--- src/rtl/seq_pkg.sv ---
`default_nettype none
// ============================================================================
// Module  : seq_pkg
// Brief   : Shared widths, fetch-step numbering and FSM encoding for the
//           micro_sequencer block.
// Revision: 1.0 - initial release
// ============================================================================
package seq_pkg;

    localparam int SEQ_STEP_BITS   = 3;
    localparam int SEQ_OPCODE_BITS = 8;
    localparam int FETCH_STEPS     = 2;
    localparam int FETCH_STEP_PC   = 0;
    localparam int FETCH_STEP_IR   = 1;

    typedef enum logic [0:0] {
        SEQ_RUN  = 1'b0,
        SEQ_PARK = 1'b1
    } seq_state_e;

endpackage : seq_pkg
`default_nettype wire

--- src/rtl/seq_step_counter.sv ---
`default_nettype none
// ============================================================================
// Module  : seq_step_counter
// Brief   : Modulo-2**W step counter with async clear, hold, sync clear and
//           increment (priority in that order).
// Revision: 1.0 - initial release
// ============================================================================
module seq_step_counter #(
    parameter int W = 3
) (
    input  logic         clk,
    input  logic         rst_n,
    input  logic         hold_i,
    input  logic         clr_i,
    input  logic         inc_i,
    output logic [W-1:0] count_o
);

    localparam logic [W-1:0] c_one = {{(W-1){1'b0}}, 1'b1};

    logic [W-1:0] count_q;
    logic [W-1:0] count_d;

    always_comb begin
        count_d = count_q;
        if (hold_i) begin
            count_d = count_q;
        end else if (clr_i) begin
            count_d = '0;
        end else if (inc_i) begin
            count_d = count_q + c_one;
        end
    end

    always_ff @(posedge clk or negedge rst_n) begin
        if (!rst_n) begin
            count_q <= '0;
        end else begin
            count_q <= count_d;
        end
    end

    assign count_o = count_q;

endmodule : seq_step_counter
`default_nettype wire

--- src/rtl/micro_sequencer.sv ---
`default_nettype none
// ============================================================================
// Module  : micro_sequencer
// Brief   : Microcode step sequencer: hardwired 2-step fetch, then execute
//           steps addressed by {opcode, step}. Optional single-step parking
//           is enabled by defining SEQ_SINGLE_STEP_EN.
// Revision: 1.0 - initial release
// ============================================================================
module micro_sequencer
    import seq_pkg::*;
#(
    parameter int STEP_BITS   = SEQ_STEP_BITS,
    parameter int OPCODE_BITS = SEQ_OPCODE_BITS
) (
    input  logic                           clk,
    input  logic                           rst_n,
    input  logic [15:0]                    ir_value,
    input  logic                           urst,
    input  logic                           halt,
`ifdef SEQ_SINGLE_STEP_EN
    input  logic                           ss_mode,
    input  logic                           ss_go,
    output logic                           ss_waiting,
`endif
    output logic [STEP_BITS-1:0]           step,
    output logic [OPCODE_BITS+STEP_BITS-1:0] uaddr,
    output logic                           fetch,
    output logic                           f_pc_en,
    output logic                           f_ar_load,
    output logic                           f_mem_en,
    output logic                           f_ir_load,
    output logic                           f_pc_inc
);

    localparam logic [STEP_BITS-1:0] c_fetch_steps = STEP_BITS'(FETCH_STEPS);
    localparam logic [STEP_BITS-1:0] c_step_pc     = STEP_BITS'(FETCH_STEP_PC);
    localparam logic [STEP_BITS-1:0] c_step_ir     = STEP_BITS'(FETCH_STEP_IR);
    localparam logic [STEP_BITS-1:0] c_step_last   = '1;

    logic                 w_in_fetch;
    logic                 w_end_instr;
    logic                 w_parked;
    logic                 w_park_now;
    logic                 w_frozen;
    logic                 w_cnt_hold;
    logic                 w_cnt_clr;
    logic                 w_cnt_inc;
    logic [STEP_BITS-1:0] w_step;

    assign w_in_fetch  = (w_step < c_fetch_steps);
    // urst is only honoured once the fetch steps are complete
    assign w_end_instr = !w_in_fetch && (urst || (w_step == c_step_last));

`ifdef SEQ_SINGLE_STEP_EN
    seq_state_e state_q;
    seq_state_e state_d;
    logic       start_q;
    logic       start_d;

    // start_q marks the first live edge after reset, which counts as a step-0 entry
    assign start_d    = start_q && halt;
    assign w_parked   = (state_q == SEQ_PARK);
    assign w_park_now = start_q && ss_mode;
    assign ss_waiting = w_parked;

    always_comb begin
        state_d = state_q;
        case (state_q)
            SEQ_RUN: begin
                if (!halt && ss_mode && (w_end_instr || start_q)) begin
                    state_d = SEQ_PARK;
                end
            end
            SEQ_PARK: begin
                if (ss_go && !halt) begin
                    state_d = SEQ_RUN;
                end
            end
            default: state_d = SEQ_RUN;
        endcase
    end

    always_ff @(posedge clk or negedge rst_n) begin
        if (!rst_n) begin
            state_q <= SEQ_RUN;
            start_q <= 1'b1;
        end else begin
            state_q <= state_d;
            start_q <= start_d;
        end
    end
`else
    assign w_parked   = 1'b0;
    assign w_park_now = 1'b0;
`endif

    assign w_frozen = halt || w_parked;

    always_comb begin
        w_cnt_hold = 1'b1;
        w_cnt_clr  = 1'b0;
        w_cnt_inc  = 1'b0;
        if (!w_frozen && !w_park_now) begin
            w_cnt_hold = 1'b0;
            if (w_in_fetch) begin
                w_cnt_inc = 1'b1;
            end else if (w_end_instr) begin
                w_cnt_clr = 1'b1;
            end else begin
                w_cnt_inc = 1'b1;
            end
        end
    end

    seq_step_counter #(
        .W (STEP_BITS)
    ) u_step_counter (
        .clk     (clk),
        .rst_n   (rst_n),
        .hold_i  (w_cnt_hold),
        .clr_i   (w_cnt_clr),
        .inc_i   (w_cnt_inc),
        .count_o (w_step)
    );

    assign step  = w_step;
    assign uaddr = {ir_value[15 -: OPCODE_BITS], w_step};

    generate
        if (OPCODE_BITS < 16) begin : g_ir_low_unused
            logic w_unused_ir_low;
            assign w_unused_ir_low = ^ir_value[15-OPCODE_BITS:0];
        end
    endgenerate

    // Strobes are suppressed while frozen so nothing loads during a stall
    always_comb begin
        fetch     = w_in_fetch && !w_frozen;
        f_pc_en   = (w_step == c_step_pc) && !w_frozen;
        f_ar_load = (w_step == c_step_pc) && !w_frozen;
        f_mem_en  = (w_step == c_step_ir) && !w_frozen;
        f_ir_load = (w_step == c_step_ir) && !w_frozen;
        f_pc_inc  = (w_step == c_step_ir) && !w_frozen;
    end

endmodule : micro_sequencer
`default_nettype wire

--- config.mk ---
export PLATFORM = sky130hd
export DESIGN_NAME = micro_sequencer
export DESIGN_NICKNAME = d
export VERILOG_FILES = /design/src/rtl/seq_pkg.sv /design/src/rtl/seq_step_counter.sv /design/src/rtl/micro_sequencer.sv
export SDC_FILE = /design/constraint.sdc
export NUM_CORES = 1
export LEC_CHECK = 0
export CORE_AREA = 2 2 39 41
export DETAILED_ROUTE_END_ITERATION = 8
export DIE_AREA = 0 0 41 43
export GPL_ROUTABILITY_DRIVEN = 0
export PLACE_DENSITY = 0.85
export SLEW_MARGIN = 15
export SYNTH_ARGS = -nofsm -noshare
export SYNTH_HDL_FRONTEND = slang
export SYNTH_SLANG_ARGS = --single-unit
--- constraint.sdc ---
create_clock -name clk -period 2.4 [get_ports clk]
set_clock_uncertainty 0.05 [all_clocks]
set_input_delay 0.48 -clock clk [delete_from_list [all_inputs] [get_ports clk]]
set_output_delay 0.48 -clock clk [all_outputs]
set_load 0.01 [all_outputs]
---- After elaboration in Yosys (flattened, before gate mapping) ----
Cells that the tools add are included.
storage, ports and cells
  bits in latches ......................... 0
  memories kept ........................... 0
  word-level logic and storage cells ...... 25
  flip-flop bits (word level) ............. 3
  RAM bits ................................ 0
  ROM bits ................................ 0
cells by class
  div/mod/pow operators ................... 0
  add/sub/neg operators ................... 1
  multipliers ............................. 0
  mux-type cells .......................... 9
  reductions and logical operators ........ 10
  magnitude comparators ................... 1
  bitwise operators ....................... 1
  shift-type cells ........................ 0
  eq/ne operators ......................... 2
operators with widths
  operator                                                                      count
  1-bit two-way mux                                                             7
  3-bit two-way mux                                                             2
  1-bit logical AND                                                             4
  3-bit by 1-bit adder with 3-bit output, second input constant                 1
  3-bit by 1-bit equality test with 1-bit output, second input constant         1
  3-bit equality test, second input constant                                    1
  3-bit zero test                                                               1
  3-bit by 2-bit less-than comparator with 1-bit output, second input constant  1
  1-bit zero test                                                               2
  2-bit AND reduction                                                           1
  2-bit nonzero test                                                            1
  1-bit logical OR                                                              1
  1-bit inverter                                                                1

---- Longest topological paths before layout ----
Gate-level depths: netlist of run 1.
  depth in word-level cells ............... 8
  mapped depth ............................ 4

---- Modules after synthesis ----
From an unflattened synthesis of run 1, not the netlist that was laid out.
unflattened totals
  cells, all modules ...................... 39
  area, all modules ....................... 316.6 µm²
by module, submodules not included
  module            area an instance (µm²)  instances  sequential area each (µm²)  cells an instance
  seq_step_counter  165.2                   1          75.1                        18
  micro_sequencer   151.4                   1          0.0                         21

---- Worst setup path before layout of run 1 ----
OpenSTA, ideal clock, no wires.
  path kind ............................... reg2out
  from .................................... register u_step_counter.count_q[1], in the netlist u_step_counter.count_o[1]
  to ...................................... output f_mem_en
  buffers on the path ..................... 1
  arrival time ............................ 1.301 ns
  required time ........................... 1.870 ns
  cell stages (with the launch flop) ...... 5
  path slack .............................. 0.569 ns
  path through ............................ dfrtp_1 -> inv_1 -> ha_1 -> nor3b_1 -> buf_4
on the way
  cells in the longest elaborated chain, start to end .. 2
ends and longest elaborated chain
  what                                            RTL line                source
  from (decl)                                     seq_step_counter.sv:21  logic [W-1:0] count_q;
  from (signal assigned)                          seq_step_counter.sv:39  count_q <= count_d;
  3-bit by 1-bit equality test with 1-bit output  --
  1-bit logical AND                               --
  to (decl)                                       micro_sequencer.sv:30   output logic f_mem_en,
Every way passes these cells.

---- Worst setup path after layout of run 1 ----
  from .................................... register u_step_counter.count_q[1], in the netlist u_step_counter.count_o[1]
  to ...................................... output f_mem_en
on the way
  cells in the longest elaborated chain, start to end .. 2
ends and longest elaborated chain
  what                                            RTL line                source
  3-bit by 1-bit equality test with 1-bit output  micro_sequencer.sv:141  f_mem_en = (w_step == c_step_ir) && !w_frozen;
  1-bit logical AND                               micro_sequencer.sv:141
Every way passes these cells.

==> flow_summary_export.csv, run 1 <==
group,metric,value,unit
route,drt_iter0_markers,4,
die,die_x,41,um
sta,drv_slew,0,
setup_path,timing.rr.end,"u_step_counter.count_o[2]$_DFFE_PN0P_",
global_route,grt_max_degree,10,
global_route,overflow,0,
global_route,antenna_found_initial,0,
die,start_util,23.8,%
die,num_rows,14,
setup_path,path_buf_inv,2,
yosys,yosysSeqAreaShare,22.8,%
final_layout,largest_register_ffs,3,
global_route,grt_pass1_vias,245,
die,die_area,1760,sq um
setup_path,path_class,"reg -> out",
clock_tree,cts_made_buffers,3,
yosys,synth_top_area_share,31.9,%
setup_path,r2r_cells,4,
status,status,"completed",
final_layout,nNetsFinal,66,
yosys,syn_nets,61,
final_layout,final_cell_area,418,sq um
die,core_area,1380,sq um
hold_path,min_path_type,"in -> async",
placement,dpl_cell_area,383,sq um
die,io-pin-count,40,
final_layout,areaGrowthSynthToFinish,27.0,%
route,postRouteAntennaNets,0,
sta,setup_slack,0.166,ns
route,firstDrtPassIters,3,
sta,finalCritPeriodShare,93.1,%
yosys,ys.warnings.count,0,
pwr,power_density,1120,nW/um^2
sta,finalHoldViolations,0,
setup_path,slowest_stage,"clkdlybuf4s50_1",
placement,dp_slack,-0.133,ns
yosys,syn-cell-area,329,sq um
clock_tree,htreeDepth,1,
pwr,ir_worst_vdd,0.251,mV
final_layout,fin_util,30.2,%
setup_path,worstPathCellList,"inv_1 -> ha_1 -> nor3b_2 -> clkdlybuf4s50_1",
setup_path,critPathCaptureType,"output pin",
setup_path,arrival,1.70,ns
setup_path,critical-path-top-delay-family,"buffers and inverters",
clock_tree,ctsHoldBuffers,0,
final_layout,antennaDiodeCount,0,
yosys,yosys_register_bits,3,
route,vias,231,
sta,setup_violations,0,
sta,maxSlewHeadroom,78.6,%
yosys,postSynthAreaPerCell,8.89,sq um
clock_tree,clk_latency,0.23,ns
setup_path,worst-r2r-setup-slack,1.02,ns
yosys,synth.distinct_cells,14,
global_route,grt_pass1_wl,924,um
clock_tree,cts_setup_buffers,0,
clock_tree,cts_resized,3,
yosys,yosysTopAreaCell,"buf_4",
clock_tree,cts.sink_count,3,
route,post_drt_wl_per_cell,10.9,um
clock_tree,cts_root_buf,"clkbuf_4",
placement,portBuffers,15,
final_layout,fillers,155,
setup_path,start_kind,"flip-flop",
setup_path,crit_fanout,7,
setup_path,r2r_start,"u_step_counter.count_o[0]$_DFFE_PN0P_",
run,drv_cap,0,
sta,tightest_slew,0.321,ns
final_layout,layout-drive-gt1-share,17.1,%
sta,grt_setup_unrepaired,"no",
route,wl,624,um
sta,fin_hold_ws,0.376,ns
die,dieHeight,43,um
setup_path,cp.required,1.87,ns
pwr,power,0.000467,W
clock_tree,clk_transition_reported_paths,0.04,ns
route,drc,0,
route,viasPerCell,4.05,
sta,fmax,0.448,GHz
clock_tree,cts_tree,"done",
pwr,p_leak,0.181,nW
setup_path,max_stage_delay,0.57,ns
yosys,synth_area_leaders,"buf_4, dfrtp_1, ha_1, nor3b_1, buf_6",
sta,period_minus_slack,2.23,ns
clock_tree,clock_path_buffers,2,
global_route,grt_use_total,8.35,%
yosys,syn_inst,37,
power by group:
part           total [W]  switching (W)  internal, W  leakage (nW)
combinational   0.000267       0.000107     0.000161         0.128
sequential      0.000111      0.0000407    0.0000706        0.0381
clock          0.0000884      0.0000261    0.0000623        0.0150
total           0.000467       0.000173     0.000294         0.181
synthesized netlist by cell type:
cell	number
nor3_1	1
nand2_1	3
ha_1	4
nand2b_2	1
dfrtp_1	3
nor3b_1	2
inv_1	2
buf_6	1
buf_4	14
o21ai_2	1
nand2b_1	1
o21ai_1	2
or2_0	1
o22a_1	1
routing by layer:
| metal | wire length, um | global-route usage [%] | vias to the layer above |
|---|---|---|---|
| met5 | 0 | 0 | - |
| met4 | 0 | 8.00 | 0 |
| met3 | 81 | 3.66 | 0 |
| met2 | 325 | 13.8 | 17 |
| met1 | 217 | 6.47 | 103 |
| li1 | - | - | 111 |
logic make-up (layout without fill, tap and decap cells):
kind of cell | count (synthesis) | count (layout) | synth area share, %
compound gates | 4 | 4 | 8.37
buf+inv | 17 | 21 | 37.6
flops | 3 | 3 | 22.8
fa+ha+maj | 4 | 4 | 15.2
simple gates | 9 | 9 | 16.0
area by class of cell:
type | instances | area (sq um) | area share (%)
Timing Repair Buffer | 15 | 149 | 35.6
Sequential cell | 3 | 75.1 | 18.0
Multi-Input combinational cell | 17 | 140 | 33.5
Clock buffer | 4 | 26.3 | 6.29
Inverter | 2 | 7.51 | 1.80
Tap cell | 16 | 20.0 | 4.79
cells in the final DEF (no fill, tap or decap):
master / instances
o21ai_2: 1
o21ai_1: 2
ha_1: 4
nand2b_2: 1
o22a_1: 1
nand2b_1: 1
clkdlybuf4s50_1: 14
dlygate4sd2_1: 1
nand2_1: 3
clkbuf_4: 3
inv_1: 2
nor3b_2: 2
clkbuf_1: 1
or2_0: 1
dfrtp_1: 3
nor3_1: 1
through the flow:
| stage | setup TNS, ns | std cells |
|---|---|---|
| floorplan | 0 | 37 |
| global placement | -0.446 | 53 |
| detailed placement | -0.478 | 53 |
| CTS | 0 | 57 |
| global route | 0 | 57 |
| finish | 0 | 57 |
worst reg2reg max path, cell delays in order (launching register included):
cell,delay [ns]
dfrtp_1,0.45
ha_1,0.24
ha_1,0.17
o22a_1,0.24
o21ai_1,0.15
worst max path at each step:
| stage | from | end | slack [ns] | cells after the start |
|---|---|---|---|---|
| 4_1_cts | u_step_counter.count_o[1]$_DFFE_PN0P_ | f_ir_load | 0.15 | 4 |
| 3_5_place_dp | halt | f_ir_load | -0.13 | 3 |
| 6_report | u_step_counter.count_o[1]$_DFFE_PN0P_ | f_mem_en | 0.17 | 4 |
| 5_1_grt | u_step_counter.count_o[1]$_DFFE_PN0P_ | f_ir_load | 0.04 | 4 |
| 2_1_floorplan | u_step_counter.count_o[1]$_DFFE_PN0P_ | f_mem_en | 0.57 | 4 |
| 3_3_place_gp | halt | f_mem_en | -0.10 | 3 |
(Power assumes the default switching activity.)
==> run 2, diff against run 1 <==
--- a/config.mk
+++ b/config.mk
@@ -14,3 +14,4 @@
 export SYNTH_ARGS = -nofsm -noshare
 export SYNTH_HDL_FRONTEND = slang
 export SYNTH_SLANG_ARGS = --single-unit
+export TNS_END_PERCENT = 1
==> results of run 2 <==
The final DEF is identical to that of run 1; final timing and power are the same.
